### src/rtl/cdm_bus_pkg.sv
// Shared types and helpers for the CDM bus interface unit.
package cdm_bus_pkg;

    typedef enum logic [1:0] {
        StIdle,
        StBeat0,
        StBeat1,
        StResp
    } state_e;

    localparam logic [1:0] SZ_BYTE = 2'd0;
    localparam logic [1:0] SZ_HALF = 2'd1;
    localparam logic [1:0] SZ_WORD = 2'd2;

    // Byte count of an access; size 3 yields 8, which is always rejected as illegal.
    function automatic logic [3:0] size_bytes(input logic [1:0] size);
        return 4'd1 << size;
    endfunction

endpackage

### src/rtl/cdm_lane_align.sv
// Lane steering for one memory beat: byte enables, shifted write data and the
// placement of returned read lanes into the right-aligned result.
module cdm_lane_align #(
    parameter int unsigned DATA_W = 16,
    localparam int unsigned BYTES = DATA_W / 8,
    localparam int unsigned OFF_W = $clog2(BYTES)
) (
    input  logic [OFF_W-1:0]  off,
    input  logic [3:0]        n,
    input  logic              beat,
    input  logic [DATA_W-1:0] wdata,
    input  logic [DATA_W-1:0] rdata,
    output logic [BYTES-1:0]  byte_en,
    output logic [DATA_W-1:0] wdata_lane,
    output logic [DATA_W-1:0] rdata_place
);

    logic [5:0] sh_lo;
    logic [5:0] sh_hi;

    // Beat 0 covers lanes off..off+n-1; beat 1 covers the lanes that spilled past BYTES.
    always_comb begin
        sh_lo = 6'({off, 3'b000});
        sh_hi = 6'(DATA_W) - sh_lo;
        byte_en = '0;
        for (int b = 0; b < int'(BYTES); b++) begin
            if (!beat) begin
                byte_en[b] = (b >= int'(off)) && (b < int'(off) + int'(n));
            end else begin
                byte_en[b] = (b + int'(BYTES) < int'(off) + int'(n));
            end
        end
        if (!beat) begin
            wdata_lane  = wdata << sh_lo;
            rdata_place = rdata >> sh_lo;
        end else begin
            wdata_lane  = wdata >> sh_hi;
            rdata_place = rdata << sh_hi;
        end
    end

endmodule

### src/rtl/cdm_bus_unit.sv
// Request/response bus interface unit: splits unaligned accesses into two
// aligned beats, honours memory wait states and reports bus timeouts.
module cdm_bus_unit
    import cdm_bus_pkg::*;
#(
    parameter int unsigned ADDR_W   = 16,
    parameter int unsigned DATA_W   = 16,
    parameter int unsigned MAX_WAIT = 15
) (
    input  logic                  input_clock,
    input  logic                  reset,
    input  logic                  req_valid,
    output logic                  req_ready,
    input  logic [ADDR_W-1:0]     req_addr,
    input  logic                  req_write,
    input  logic [1:0]            req_size,
    input  logic                  req_sign_extend,
    input  logic                  req_data_space,
    input  logic [DATA_W-1:0]     req_wdata,
    output logic                  rsp_valid,
    output logic [DATA_W-1:0]     rsp_rdata,
    output logic                  rsp_fault,
    output logic                  busy,
    output logic                  mem_valid,
    input  logic                  mem_ready,
    output logic [ADDR_W-1:0]     mem_addr,
    output logic                  mem_read,
    output logic                  mem_data,
    output logic [DATA_W/8-1:0]   mem_byte_en,
    output logic [DATA_W-1:0]     mem_wdata,
    input  logic [DATA_W-1:0]     mem_rdata
);

    localparam int unsigned BYTES = DATA_W / 8;
    localparam int unsigned OFF_W = $clog2(BYTES);
    localparam int unsigned CNT_W = (MAX_WAIT > 0) ? $clog2(MAX_WAIT + 1) : 1;
    localparam logic [CNT_W-1:0] CNT_MAX = CNT_W'(MAX_WAIT);

    state_e              state_q;
    logic [ADDR_W-1:0]   addr_q;
    logic                write_q;
    logic [3:0]          n_q;
    logic                split_q;
    logic                sext_q;
    logic                space_q;
    logic [DATA_W-1:0]   wdata_q;
    logic [DATA_W-1:0]   acc_q;
    logic                fault_q;
    logic [CNT_W-1:0]    cnt_q;

    logic [3:0]          req_n;
    logic                req_illegal;
    logic                req_split;
    logic                beat_active;
    logic [ADDR_W-1:0]   beat0_addr;
    logic [BYTES-1:0]    lane_en;
    logic [DATA_W-1:0]   lane_wdata;
    logic [DATA_W-1:0]   lane_rdata;
    logic                sign_bit;
    logic [DATA_W-1:0]   ext_rdata;

    // Decode the incoming request: byte count, legality and whether it crosses a beat.
    always_comb begin
        req_n       = size_bytes(req_size);
        req_illegal = (req_size > SZ_WORD) || (req_n > 4'(BYTES));
        req_split   = (5'(req_addr[OFF_W-1:0]) + 5'(req_n)) > 5'(BYTES);
    end

    cdm_lane_align #(
        .DATA_W(DATA_W)
    ) u_lane_align (
        .off        (addr_q[OFF_W-1:0]),
        .n          (n_q),
        .beat       (state_q == StBeat1),
        .wdata      (wdata_q),
        .rdata      (mem_rdata),
        .byte_en    (lane_en),
        .wdata_lane (lane_wdata),
        .rdata_place(lane_rdata)
    );

    // Access FSM: latch request, run one or two beats with per-beat timeout, respond.
    always_ff @(posedge input_clock or posedge reset) begin
        if (reset) begin
            state_q <= StIdle;
            addr_q  <= '0;
            write_q <= 1'b0;
            n_q     <= '0;
            split_q <= 1'b0;
            sext_q  <= 1'b0;
            space_q <= 1'b0;
            wdata_q <= '0;
            acc_q   <= '0;
            fault_q <= 1'b0;
            cnt_q   <= '0;
        end else begin
            unique case (state_q)
                StIdle: begin
                    if (req_valid) begin
                        addr_q  <= req_addr;
                        write_q <= req_write;
                        n_q     <= req_n;
                        split_q <= req_split;
                        sext_q  <= req_sign_extend;
                        space_q <= req_data_space;
                        wdata_q <= req_wdata;
                        acc_q   <= '0;
                        cnt_q   <= '0;
                        fault_q <= req_illegal;
                        state_q <= req_illegal ? StResp : StBeat0;
                    end
                end
                StBeat0, StBeat1: begin
                    if (mem_ready) begin
                        if (!write_q) begin
                            acc_q <= acc_q | lane_rdata;
                        end
                        cnt_q   <= '0;
                        state_q <= (state_q == StBeat0 && split_q) ? StBeat1 : StResp;
                    end else if ((MAX_WAIT != 0) && (cnt_q == CNT_MAX)) begin
                        // Abort the whole access; a pending second beat is never issued.
                        fault_q <= 1'b1;
                        state_q <= StResp;
                    end else begin
                        cnt_q <= cnt_q + 1'b1;
                    end
                end
                StResp: begin
                    state_q <= StIdle;
                end
                default: begin
                    state_q <= StIdle;
                end
            endcase
        end
    end

    // Extend the assembled read result above the accessed bytes.
    always_comb begin
        sign_bit  = 1'b0;
        ext_rdata = '0;
        for (int i = 0; i < int'(BYTES); i++) begin
            if (4'(i + 1) == n_q) begin
                sign_bit = acc_q[8*i+7];
            end
        end
        for (int i = 0; i < int'(BYTES); i++) begin
            if (4'(i) < n_q) begin
                ext_rdata[8*i+:8] = acc_q[8*i+:8];
            end else begin
                ext_rdata[8*i+:8] = {8{sext_q & sign_bit}};
            end
        end
    end

    // Outputs decoded from registered state only, so they hold steady through wait states.
    always_comb begin
        beat_active = (state_q == StBeat0) || (state_q == StBeat1);
        beat0_addr  = {addr_q[ADDR_W-1:OFF_W], {OFF_W{1'b0}}};
        req_ready   = (state_q == StIdle);
        busy        = (state_q != StIdle);
        mem_valid   = beat_active;
        mem_addr    = '0;
        mem_read    = 1'b0;
        mem_data    = 1'b0;
        mem_byte_en = '0;
        mem_wdata   = '0;
        if (beat_active) begin
            mem_addr    = (state_q == StBeat1) ? beat0_addr + ADDR_W'(BYTES) : beat0_addr;
            mem_read    = !write_q;
            mem_data    = space_q;
            mem_byte_en = lane_en;
            mem_wdata   = lane_wdata;
        end
        rsp_valid = (state_q == StResp);
        rsp_fault = rsp_valid && fault_q;
        rsp_rdata = (rsp_valid && !fault_q && !write_q) ? ext_rdata : '0;
    end

endmodule

### config.mk
export PLATFORM = sky130hd
export DESIGN_NAME = cdm_bus_unit
export DESIGN_NICKNAME = d
export VERILOG_FILES = /design/src/rtl/cdm_bus_pkg.sv /design/src/rtl/cdm_lane_align.sv /design/src/rtl/cdm_bus_unit.sv
export SDC_FILE = /design/constraint.sdc
export NUM_CORES = 1
export LEC_CHECK = 0
export CAP_MARGIN = 10
export CORE_MARGIN = 5
export CORE_UTILIZATION = 50
export DETAILED_ROUTE_END_ITERATION = 7
export DONT_BUFFER_PORTS = 1
export PLACE_DENSITY = 0.75
export RECOVER_POWER = 100
export SLEW_MARGIN = 20
export SYNTH_ARGS = -nofsm -noshare
export SYNTH_HDL_FRONTEND = slang
export SYNTH_SLANG_ARGS = --single-unit
### constraint.sdc
create_clock -name input_clock -period 1.85 [get_ports input_clock]
set_input_delay 0.37 -clock input_clock [delete_from_list [all_inputs] [get_ports input_clock]]
set_output_delay 0.37 -clock input_clock [all_outputs]
set_load 0.1 [all_outputs]
==> reports/qor.csv, run 1 <==
metric;value;unit
outcome;did not finish;
stop_stage;global routing;
error_line;[ERROR DPL-0033] detailed placement checks failed during check placement.;
syn_area_per_cell;9.90;um^2
endpoint_type;output port;
cts-htree-levels;3;
port_buffers;0;
dp_worst_setup_slack;-0.292;ns
synth-warning-count;0;
number_of_antenna_violations_at_the_first_check_in_global_routing;0;
placement_rows;31;
grt_max_degree;44;
synthFlopType;sky130_fd_sc_hd__dfrtp_1;
max-clock-path-buffers;2;
synth-seq-area-share;42.0;%
grt_repair_worst_endpoint;mem_addr[13];
synth-edff-count;0;
die_w;96.6;um
synthesis.instances;379;
clock_sink_count;63;
place.detailed.hpwl;8710;um
start_util;51.4;%
tritoncts.num_buffers;9;
place_congestion;0.849;
postSynthNetCount;447;
ioPinCount;114;
dp.cells;554;
cts-root-buf;sky130_fd_sc_hd__clkbuf_8;
die_h;96.6;um
ys_types;41;
synth.cell_area;3750;um^2
synth.ff_latch_count;63;
async_sr_flop_fraction;100;%
-- logic make-up after synthesis --
logic type | synth area share, %
other | 0.100
flip-flops | 42.0
multiplexers | 18.0
buffers and inverters | 4.30
AND/OR/NAND/NOR | 17.7
XOR/XNOR | 0.934
adder cells (fa/ha/maj) | 3.94
AO/OA/AOI/OAI | 12.9
-- synth_stat cells, drive strengths merged, types with 2 or more instances --
library cell	n	share of area, %
buf	16	2.4
a22oi	8	1.6
nand3	13	1.7
clkbuf	7	0.70
o31ai	8	1.6
and2	12	2.0
nand2b	5	0.83
mux2i	26	6.9
o31a	3	0.70
a21oi	22	3.0
ha	11	3.7
or3b	9	2.1
dfrtp	63	42
nand2	32	3.2
a2111oi	8	1.9
nand4	7	1.2
or3	5	0.83
xor2	3	0.70
mux2	37	11
nor2	26	2.6
o21ai	14	1.9
nor4	4	0.67
inv	12	1.2
nor2b	4	0.67
or4	5	1.0
o21a	8	1.6
nand3b	2	0.40
-- metrics by stage --
step,utilization [%],TNS [ns],instance area [um^2]
floorplan,-,-36.78,4410
global placement,77.6,-7.86,5660
detailed placement,77.6,-9.53,5660
CTS,88.6,-26.43,6460
-- repair_timing --
action | CTS
pin swaps | 16
buffers inserted | 20
resized for setup | 86
gates cloned | 1
setup endpoints to repair | 67
hold buffers | 1
hold endpoints to repair | 14
==> run 2, diff against run 1 <==
CORE_UTILIZATION = 35   (was 50)
PLACE_DENSITY = unset   (was 0.75)
PLACE_DENSITY_LB_ADDON = 0.15   (was unset)
clock period = 2.4 ns   (was 1.85 ns; I/O delays follow)
==> run 2 against run 1 <==
Effect of this change: the flow now finishes, with violations (negative setup slack); area after synthesis unchanged; synthesized cell count unchanged.
==> reports/qor.csv, run 2 <==
metric;value;unit;change
outcome;finished, violations left;;
failing_checks;negative setup slack;;
cp-end-kind;output pin;;
worstPathCellList;ha_4 -> buf_4 -> buf_6 -> buf_12 -> buf_6 -> nor2_4 -> buf_4 -> a22oi_2 -> nor2_4 -> buf_12;;
seq_area;1580;um^2;
maxCapViolations;0;;
synth.cell_area;3750;um^2;unchanged
start_util;36.2;%;-15 points
drt_pass1_iterations;4;;
timing.final.crit_period;2.58;ns;
rsz0062_at_grt;yes;;
insertion_delay;0.34;ns;
detailedRoute.firstIterationViolations;101;;
worstPathMaxFanout;6;;
tritoncts_clock_tree;done;;
clk_pin_slew;0.07;ns;
slew-limit-headroom;26.3;%;
clock_sink_count;63;;unchanged
vias;3179;;
synth_fa_ha_area_share;3.94;%;unchanged
ant_nets;0;;
ioPinCount;114;;unchanged
fp.coreArea;10400;um^2;
synth_xor_area_share;0.934;%;unchanged
async_sr_flop_fraction;100;%;unchanged
worst_setup_path_start_kind;flip-flop;;
share_of_post_route_cells_with_drive_strength_above_1;52.2;%;
synth-warning-count;0;;unchanged
total_negative_slack;-4.20;ns;
cts-root-buf;sky130_fd_sc_hd__clkbuf_8;;
port_buffers;0;;unchanged
synth-seq-area-share;42.0;%;unchanged
die_h;114;um;+18%
dominant_combinational_cell_family_by_area_after_synthesis;multiplexers;;
r2r-start;state_q[0];;
synthesis.instances;379;;unchanged
postCtsHoldBufs;0;;-1
grt_util_all_layers;16.9;%;
placement_rows;37;;+19%
place.detailed.hpwl;7850;um;-9.9%
number_of_antenna_violations_at_the_first_check_in_global_routing;0;;
finalWirelength;10900;um;
finalWorstSetupSlack;-0.180;ns;
nets;523;;
die_w;114;um;+18%
final_max_slew_viol_count;0;;
data_required_time_at_the_worst_endpoint;1.92;ns;
critPathArrivalTime;2.10;ns;
worstMarginPinSlew;1.11;ns;
grt_pass1_vias;3271;;
largest_registers;acc_q x16, addr_q x16, wdata_q x16;;
hold_path.class;in2async;;
die_footprint;12900;um^2;
cts-htree-levels;3;;unchanged
placed_cell_area;5390;um^2;-4.7%
synth.mux.area_fraction;18.0;%;unchanged
place_congestion;0.817;;-3.8%
areaGrowthSynthToFinish;59.5;%;
timing.final.crit_share;108;%;
postSynthNetCount;447;;unchanged
synth.area.top_cells;sky130_fd_sc_hd__dfrtp_1 (42%), sky130_fd_sc_hd__mux2_2 (11%), sky130_fd_sc_hd__mux2i_1 (6.9%);;
num_antenna_cells;0;;
hold_viol;0;;
synth.ff_latch_count;63;;unchanged
postLayoutCellArea;5980;um^2;
synth-edff-count;0;;unchanged
grt_max_degree;44;;
routed_via_density;5.33;;
utilization;57.7;%;
critical_path.max_stage_delay;0.44;ns;
multi_input_area;2680;um^2;
tritoncts.num_buffers;9;;unchanged
avgRoutedWirePerCell;18.2;um;
grt_first_pass_wirelength;17300;um;
ys_types;41;;unchanged
synth_compound_area_share;12.9;%;unchanged
most_common_cell_after_layout_fill_and_taps_aside;sky130_fd_sc_hd__dfrtp_1;;
grt.overflow.total;0;;
synth_most_common_cell;sky130_fd_sc_hd__dfrtp_1;;
critical-path-slowest-cell;sky130_fd_sc_hd__dfrtp_2;;
report.final.setup_viol;41;;
fillers;922;;
setup.worst_path.start;state_q[1];;
final.setup_skew;0.00655;ns;
synth.cells.most_frequent;sky130_fd_sc_hd__dfrtp_1 (63), sky130_fd_sc_hd__mux2_2 (37), sky130_fd_sc_hd__nand2_1 (32), sky130_fd_sc_hd__mux2i_1 (26), sky130_fd_sc_hd__nor2_1 (26);;
yosys.area.top_type;sky130_fd_sc_hd__dfrtp_1;;
max-clock-path-buffers;2;;unchanged
critical_path_class;reg2out;;
synthFlopType;sky130_fd_sc_hd__dfrtp_1;;
post_synth_and_or_nand_nor_area_fraction;17.7;%;unchanged
most-common-layout-cells;sky130_fd_sc_hd__dfrtp_1 (60), sky130_fd_sc_hd__buf_12 (47), sky130_fd_sc_hd__mux2_2 (37);;
post-synth-top-area-fraction;42.0;%;unchanged
timing.fmax;388;MHz;
syn_area_per_cell;9.90;um^2;unchanged
remaining_drc_errors;0;;
run 2: layout make-up:
cell class	instances	share of cell area (%)
clock buffers	13	2.82
well taps	136	2.84
inverters	12	0.962
repair buffers	88	21.5
multi-input cells	281	44.8
clock inverters	3	0.669
flip-flops and latches	63	26.4
run 2: through the flow:
| stage | hold slack [ns] | worst slack [ns] | cells |
|---|---|---|---|
| floorplan | 0.449 | -0.237 | 379 |
| global placement | 0.421 | 0.147 | 556 |
| detailed placement | 0.431 | 0.128 | 556 |
| CTS | 0.0530 | -0.202 | 577 |
| global route | 0.232 | -0.275 | 596 |
| finish | 0.202 | -0.180 | 596 |
run 2: worst paths after layout:
kind	depth (start not counted)	to	slack (ns)
min reg2reg	2	acc_q[0]	0.49
min	1	wdata_q[6]	0.20
max	10	mem_wdata[1]	-0.18
max in group asynchronous	2	state_q[1]	0.55
min in group input_clock	1	n_q[2]	0.24
max reg2reg	6	addr_q[9]	0.04
run 2: repair_timing:
action	4_1_cts	5_1_grt
endpoints found under the hold margin	0	0
resized for setup	23	26
setup endpoints to repair	49	50
gates cloned	0	1
pin swaps	3	21
buffers inserted	5	19
run 2: per-layer routing:
layer,wire length (um),GRT usage [%]
met1,4180,19.3
met2,5740,29.4
met3,886,7.37
met4,64,3.37
met5,0,0
run 2: critical path: cells and delay by family (launching register included):
family | cells | cell delay, ns
flip-flops | 1 | 0.44
adder cells (fa/ha/maj) | 1 | 0.17
AND/OR/NAND/NOR | 2 | 0.28
buffers and inverters | 6 | 0.82
AO/OA/AOI/OAI | 1 | 0.06
run 2: cell families after synthesis:
family,count (synthesis)
muxes,63
AOI/OAI and AO/OA,74
DFF,63
buffers and inverters,35
xor gates and xnor gates,4
other,1
and+or+nand+nor,127
adders and majority gates,12
Power of run 2 is left out: the tool's default activity adds up to more than one toggle a clock period on the data nets, which glitch-free logic cannot reach.
==> run 3, diff against run 2 <==
CORE_MARGIN = 4   (was 5)
==> run 3 against run 2 <==
Effect of this change: final area is 3.2% lower; die area is 3.5% lower; clock skew hardly changed; critical path depth is 3 lower; maximum frequency is 0.58% higher; critical endpoint is now mem_addr[11]; core utilization is 1.8 points lower; the flow still finishes with violations (negative setup slack); via count is 0.53% lower.
==> reports/qor.csv, run 3 (synthesis gave the netlist of run 2 again) <==
metric;value;unit;change
die_footprint;12400;um^2;-3.5%
placement_rows;37;;unchanged
seq_area;1580;um^2;about the same
port_buffers;0;;unchanged
drt_pass1_iterations;4;;unchanged
worstPathMaxFanout;11;;+5
max-clock-path-buffers;2;;unchanged
timing.final.crit_period;2.57;ns;-0.0149 ns
ioPinCount;114;;unchanged
most_common_cell_after_layout_fill_and_taps_aside;sky130_fd_sc_hd__dfrtp_1;;
finalWirelength;10500;um;-3.1%
die_h;112;um;-1.8%
critical-path-slowest-cell;sky130_fd_sc_hd__or4_4;;
final_max_slew_viol_count;0;;unchanged
data_required_time_at_the_worst_endpoint;1.92;ns;about the same
grt_util_all_layers;17.4;%;+0.49 points
areaGrowthSynthToFinish;54.5;%;
failing_checks;negative setup slack;;
critical_path.max_stage_delay;0.52;ns;+0.08 ns
die_w;112;um;-1.8%
hold_viol;0;;unchanged
timing.fmax;390;MHz;+0.58%
grt_first_pass_wirelength;17600;um;+1.5%
detailedRoute.firstIterationViolations;84;;-17%
fillers;916;;-0.65%
placed_cell_area;5390;um^2;about the same
finalWorstSetupSlack;-0.165;ns;+0.0149 ns
tritoncts.num_buffers;9;;unchanged
ant_nets;0;;unchanged
clock_sink_count;63;;unchanged
tritoncts_clock_tree;done;;
rsz0062_at_grt;yes;;
dp_worst_setup_slack;0.125;ns;-0.00299 ns
worst_setup_path_start_kind;flip-flop;;
share_of_post_route_cells_with_drive_strength_above_1;50.1;%;-2.1 points
start_util;36.2;%;unchanged
timing.final.crit_share;107;%;-0.62 points
critical_path_class;reg2out;;
slew-limit-headroom;27.0;%;+0.74 points
worstMarginPinSlew;1.09;ns;-0.0111 ns
cts-root-buf;sky130_fd_sc_hd__clkbuf_8;;
grt_pass1_vias;3365;;+2.9%
report.final.setup_viol;27;;-34%
number_of_antenna_violations_at_the_first_check_in_global_routing;0;;unchanged
final.setup_skew;0.00669;ns;+0.000139 ns
cp-end-kind;output pin;;
worstPathCellList;inv_2 -> ha_4 -> nand4_1 -> buf_6 -> or4_4 -> a21oi_4 -> buf_12;;
largest_registers;acc_q x16, addr_q x16, wdata_q x16;;
grt.overflow.total;0;;unchanged
clk_pin_slew;0.07;ns;about the same
outcome;finished, violations left;;
place_congestion;0.776;;-5.0%
grt_max_degree;44;;unchanged
remaining_drc_errors;0;;unchanged
routed_via_density;5.39;;+0.99%
num_antenna_cells;0;;unchanged
multi_input_area;2650;um^2;-1.1%
place.detailed.hpwl;7760;um;-1.1%
cts-htree-levels;3;;unchanged
fp.coreArea;10400;um^2;unchanged
insertion_delay;0.33;ns;about the same
avgRoutedWirePerCell;18.0;um;-1.6%
vias;3162;;-0.53%
most-common-layout-cells;sky130_fd_sc_hd__dfrtp_1 (61), sky130_fd_sc_hd__buf_12 (44), sky130_fd_sc_hd__mux2_2 (37);;
postLayoutCellArea;5790;um^2;-3.2%
critPathArrivalTime;2.09;ns;about the same
maxCapViolations;0;;unchanged
nets;514;;-1.7%
hold_path.class;in2async;;
==> run 3: critical path: cells and delay by family, from the launching register on <==
| kind | cells | cell delay (ns) |
|---|---|---|
| simple gates | 2 | 0.61 |
| fa+ha+maj | 1 | 0.13 |
| compound gates | 1 | 0.18 |
| flops | 1 | 0.40 |
| buf+inv | 3 | 0.43 |
==> run 3: cell type report <==
type,count,share of cell area (%)
Multi-Input combinational cell,281,45.8
Sequential cell,63,27.3
Timing Repair Buffer,79,20.0
Tap cell,136,2.94
Clock buffer,12,2.50
Clock inverter,4,0.777
Inverter,12,0.777
==> run 3: final timing paths <==
check | from | end | slack (ns) | depth (start not counted)
setup / recovery | state_q[0] | mem_addr[11] | -0.17 | 7
hold / removal | reset | wdata_q[6] | 0.20 | 1
setup reg to reg | state_q[1] | space_q | 0.32 | 6
hold reg to reg | acc_q[3] | acc_q[3] | 0.48 | 2
max in group asynchronous | reset | state_q[1] | 0.58 | 2
min in group input_clock | req_size[0] | n_q[2] | 0.24 | 1
==> run 3: routing by layer <==
metal	routed length [um]	global-route usage, %	part of all wire [%]	vias to the layer above
met3	830	7.12	7.9	4
met4	58	3.08	0.55	0
li1	-	-	-	1497
met2	5380	30.3	51	87
met1	4270	20.4	41	1574
met5	0	0	0	-
==> run 3: metrics by stage <==
stage | TNS [ns] | hold slack, ns | util (%) | std cells
floorplan | -2.79 | 0.449 | - | 379
global placement | 0 | 0.413 | 51.9 | 557
detailed placement | 0 | 0.425 | 51.9 | 557
CTS | -2.56 | 0.0537 | 55.3 | 580
global route | -5.08 | 0.237 | 55.9 | 587
finish | -2.58 | 0.196 | 55.9 | 587
==> run 3: repair_timing <==
| action | CTS | global route |
|---|---|---|
| gates resized for setup | 26 | 5 |
| buffers inserted | 7 | 7 |
| pin swaps | 6 | 2 |
| setup endpoints to repair | 49 | 48 |
| hold buffers | 0 | 0 |
Power of run 3 is left out for the same reason.
==> run 4, diff against run 3 <==
SKIP_LAST_GASP = 1   (was unset)
==> run 4 against run 3 <==
Effect of this change: the run still ends with negative setup slack left; highest routed layer unchanged; non-clock buffer count up 1; setup slack worse by 0.0028 ns; clock-buffer cell count unchanged; critical path depth unchanged; maximum frequency down 0.11%; sequential share of layout area about the same; via count up 0.19%; global-route usage down 0.069 points.
==> reports/qor.csv, run 4 (synthesis gave the netlist of run 2 again) <==
metric;value;unit;change
outcome;finished, violations left;;
failing_checks;negative setup slack;;
worst_setup_path_start_kind;flip-flop;;
place.detailed.hpwl;7760;um;unchanged
nets;515;;+0.19%
placement_rows;37;;unchanged
largest_registers;acc_q x16, addr_q x16, wdata_q x16;;
start_util;36.2;%;unchanged
routed_via_density;5.39;;about the same
tritoncts_clock_tree;done;;
grt.overflow.total;0;;unchanged
num_antenna_cells;0;;unchanged
clock_sink_count;63;;unchanged
gr-usage-met2;30.2;%;-0.080 points
postCtsHoldBufs;0;;unchanged
share_of_post_route_cells_with_drive_strength_above_1;49.8;%;-0.33 points
fp.coreArea;10400;um^2;unchanged
number_of_standard_cells_in_the_layout_taps_in_and_fillers_out;588;;+0.17%
most_common_cell_after_layout_fill_and_taps_aside;sky130_fd_sc_hd__dfrtp_1;;
timing.final.crit_share;107;%;+0.12 points
finalWorstSetupSlack;-0.168;ns;-0.00283 ns
path_delay_family;simple AND/OR/NAND/NOR gates;;
avgRoutedWirePerCell;18.0;um;+0.31%
data_required_time_at_the_worst_endpoint;1.92;ns;about the same
finalWirelength;10600;um;+0.48%
max-clock-path-buffers;2;;unchanged
die_w;112;um;unchanged
vias;3168;;+0.19%
port_buffers;0;;unchanged
rr_worst_depth;6;;unchanged
gr-usage-met3;7.12;%;unchanged
grt_pass1_vias;3360;;-0.15%
clk_pin_slew;0.07;ns;about the same
final_max_slew_viol_count;0;;unchanged
most-common-layout-cells;sky130_fd_sc_hd__dfrtp_1 (61), sky130_fd_sc_hd__buf_12 (43), sky130_fd_sc_hd__mux2_2 (37);;
final.setup_skew;0.00642;ns;-0.000278 ns
critPathArrivalTime;2.09;ns;about the same
remaining_drc_errors;0;;unchanged
die_footprint;12400;um^2;unchanged
worstPathMaxFanout;11;;unchanged
worst_hold_slack;0.195;ns;-0.000488 ns
grt_busiest_layer;met2;;
detailedRoute.firstIterationViolations;79;;-6.0%
ioPinCount;114;;unchanged
die_h;112;um;unchanged
maxCapViolations;0;;unchanged
fillers;919;;+0.33%
critical_path_depth;7;;unchanged
critical_path_class;reg2out;;
grt_first_pass_wirelength;17500;um;-0.43%
rsz0062_at_grt;yes;;
dp.cells;557;;unchanged
worstMarginPinSlew;1.10;ns;+0.00547 ns
cts-htree-levels;3;;unchanged
slew-limit-headroom;26.6;%;-0.36 points
drt_pass1_iterations;6;;+2
ant_nets;0;;unchanged
worstPathCellList;inv_2 -> ha_4 -> nand4_1 -> buf_6 -> or4_4 -> a21oi_4 -> buf_12;;
hold_path.class;in2async;;
grt_util_all_layers;17.3;%;-0.069 points
cp-end-kind;output pin;;
tritoncts.num_buffers;9;;unchanged
insertion_delay;0.33;ns;about the same
cts-root-buf;sky130_fd_sc_hd__clkbuf_8;;
place_congestion;0.776;;unchanged
critPathBufInv;3;;unchanged
grt_max_degree;44;;unchanged
critical-path-slowest-cell;sky130_fd_sc_hd__or4_4;;
number_of_antenna_violations_at_the_first_check_in_global_routing;0;;unchanged
timing.fmax;389;MHz;-0.11%
hold_viol;0;;unchanged
critical_path.max_stage_delay;0.52;ns;about the same
areaGrowthSynthToFinish;54.3;%;about the same
globalRouteMet1Util;20.2;%;-0.14 points
timing.final.crit_period;2.57;ns;+0.00283 ns
report.final.setup_viol;28;;+3.7%
run 4: cell count changes in the layout (fill, tap and decap cells not counted), sizes merged:
cell	before	now
clkbuf	13	19
buf	78	73
run 4: through the flow:
| step | setup TNS [ns] | utilization (%) | instance area (um^2) | setup WS (ns) |
|---|---|---|---|---|
| final | -3.20 | 55.8 | 5790 | -0.168 |
| after floorplan | -2.79 | - | 4360 | -0.237 |
| after detailed placement | 0 | 51.9 | 5390 | 0.125 |
| after global routing | -5.70 | 55.8 | 5790 | -0.275 |
| after CTS | -2.63 | 55.2 | 5720 | -0.189 |
| after global placement | 0 | 51.9 | 5390 | 0.149 |
run 4: final cells by class:
class                   count  area (um^2)  area share (%)
multi-input cells         281         2660            46.0
clock buffers              12          145            2.51
clock inverters             4         45.0           0.778
inverters                  12         45.0           0.778
well taps                 136          170            2.94
flip-flops and latches     63         1580            27.3
repair buffers             80         1140            19.7
run 4: worst paths after layout:
| kind | end | slack, ns | startpoint |
|---|---|---|---|
| min in group input_clock | n_q[2] | 0.25 | req_size[0] |
| setup / recovery | mem_addr[9] | -0.17 | state_q[0] |
| hold reg to reg | acc_q[3] | 0.48 | acc_q[3] |
| max in group asynchronous | state_q[1] | 0.57 | reset |
| setup reg to reg | wdata_q[8] | 0.17 | state_q[1] |
| hold / removal | wdata_q[6] | 0.20 | reset |
run 4: worst reg2reg max path, cell delays in order (launching register included):
cell and delay (ns):
sky130_fd_sc_hd__dfrtp_2 0.44, sky130_fd_sc_hd__clkbuf_4 0.14, sky130_fd_sc_hd__inv_1 0.13, sky130_fd_sc_hd__ha_1 0.43, sky130_fd_sc_hd__nand2_1 0.14, sky130_fd_sc_hd__clkbuf_4 0.42
sky130_fd_sc_hd__mux2_2 0.40
run 4: what timing repair did:
| action | in CTS | in global routing |
|---|---|---|
| setup buffers | 7 | 8 |
| gates cloned | 0 | 0 |
| setup endpoints to repair | 49 | 48 |
| pin swaps | 6 | 2 |
| gates resized for setup | 24 | 8 |
run 4: routing by layer:
metal / share of wire, % / wire, um / vias up
li1: - / - / 1502
met1: 40 / 4270 / 1578
met2: 51 / 5440 / 84
met3: 7.8 / 825 / 4
met4: 0.50 / 53 / 0
met5: 0 / 0 / -
Power of run 4 is left out for the same reason.
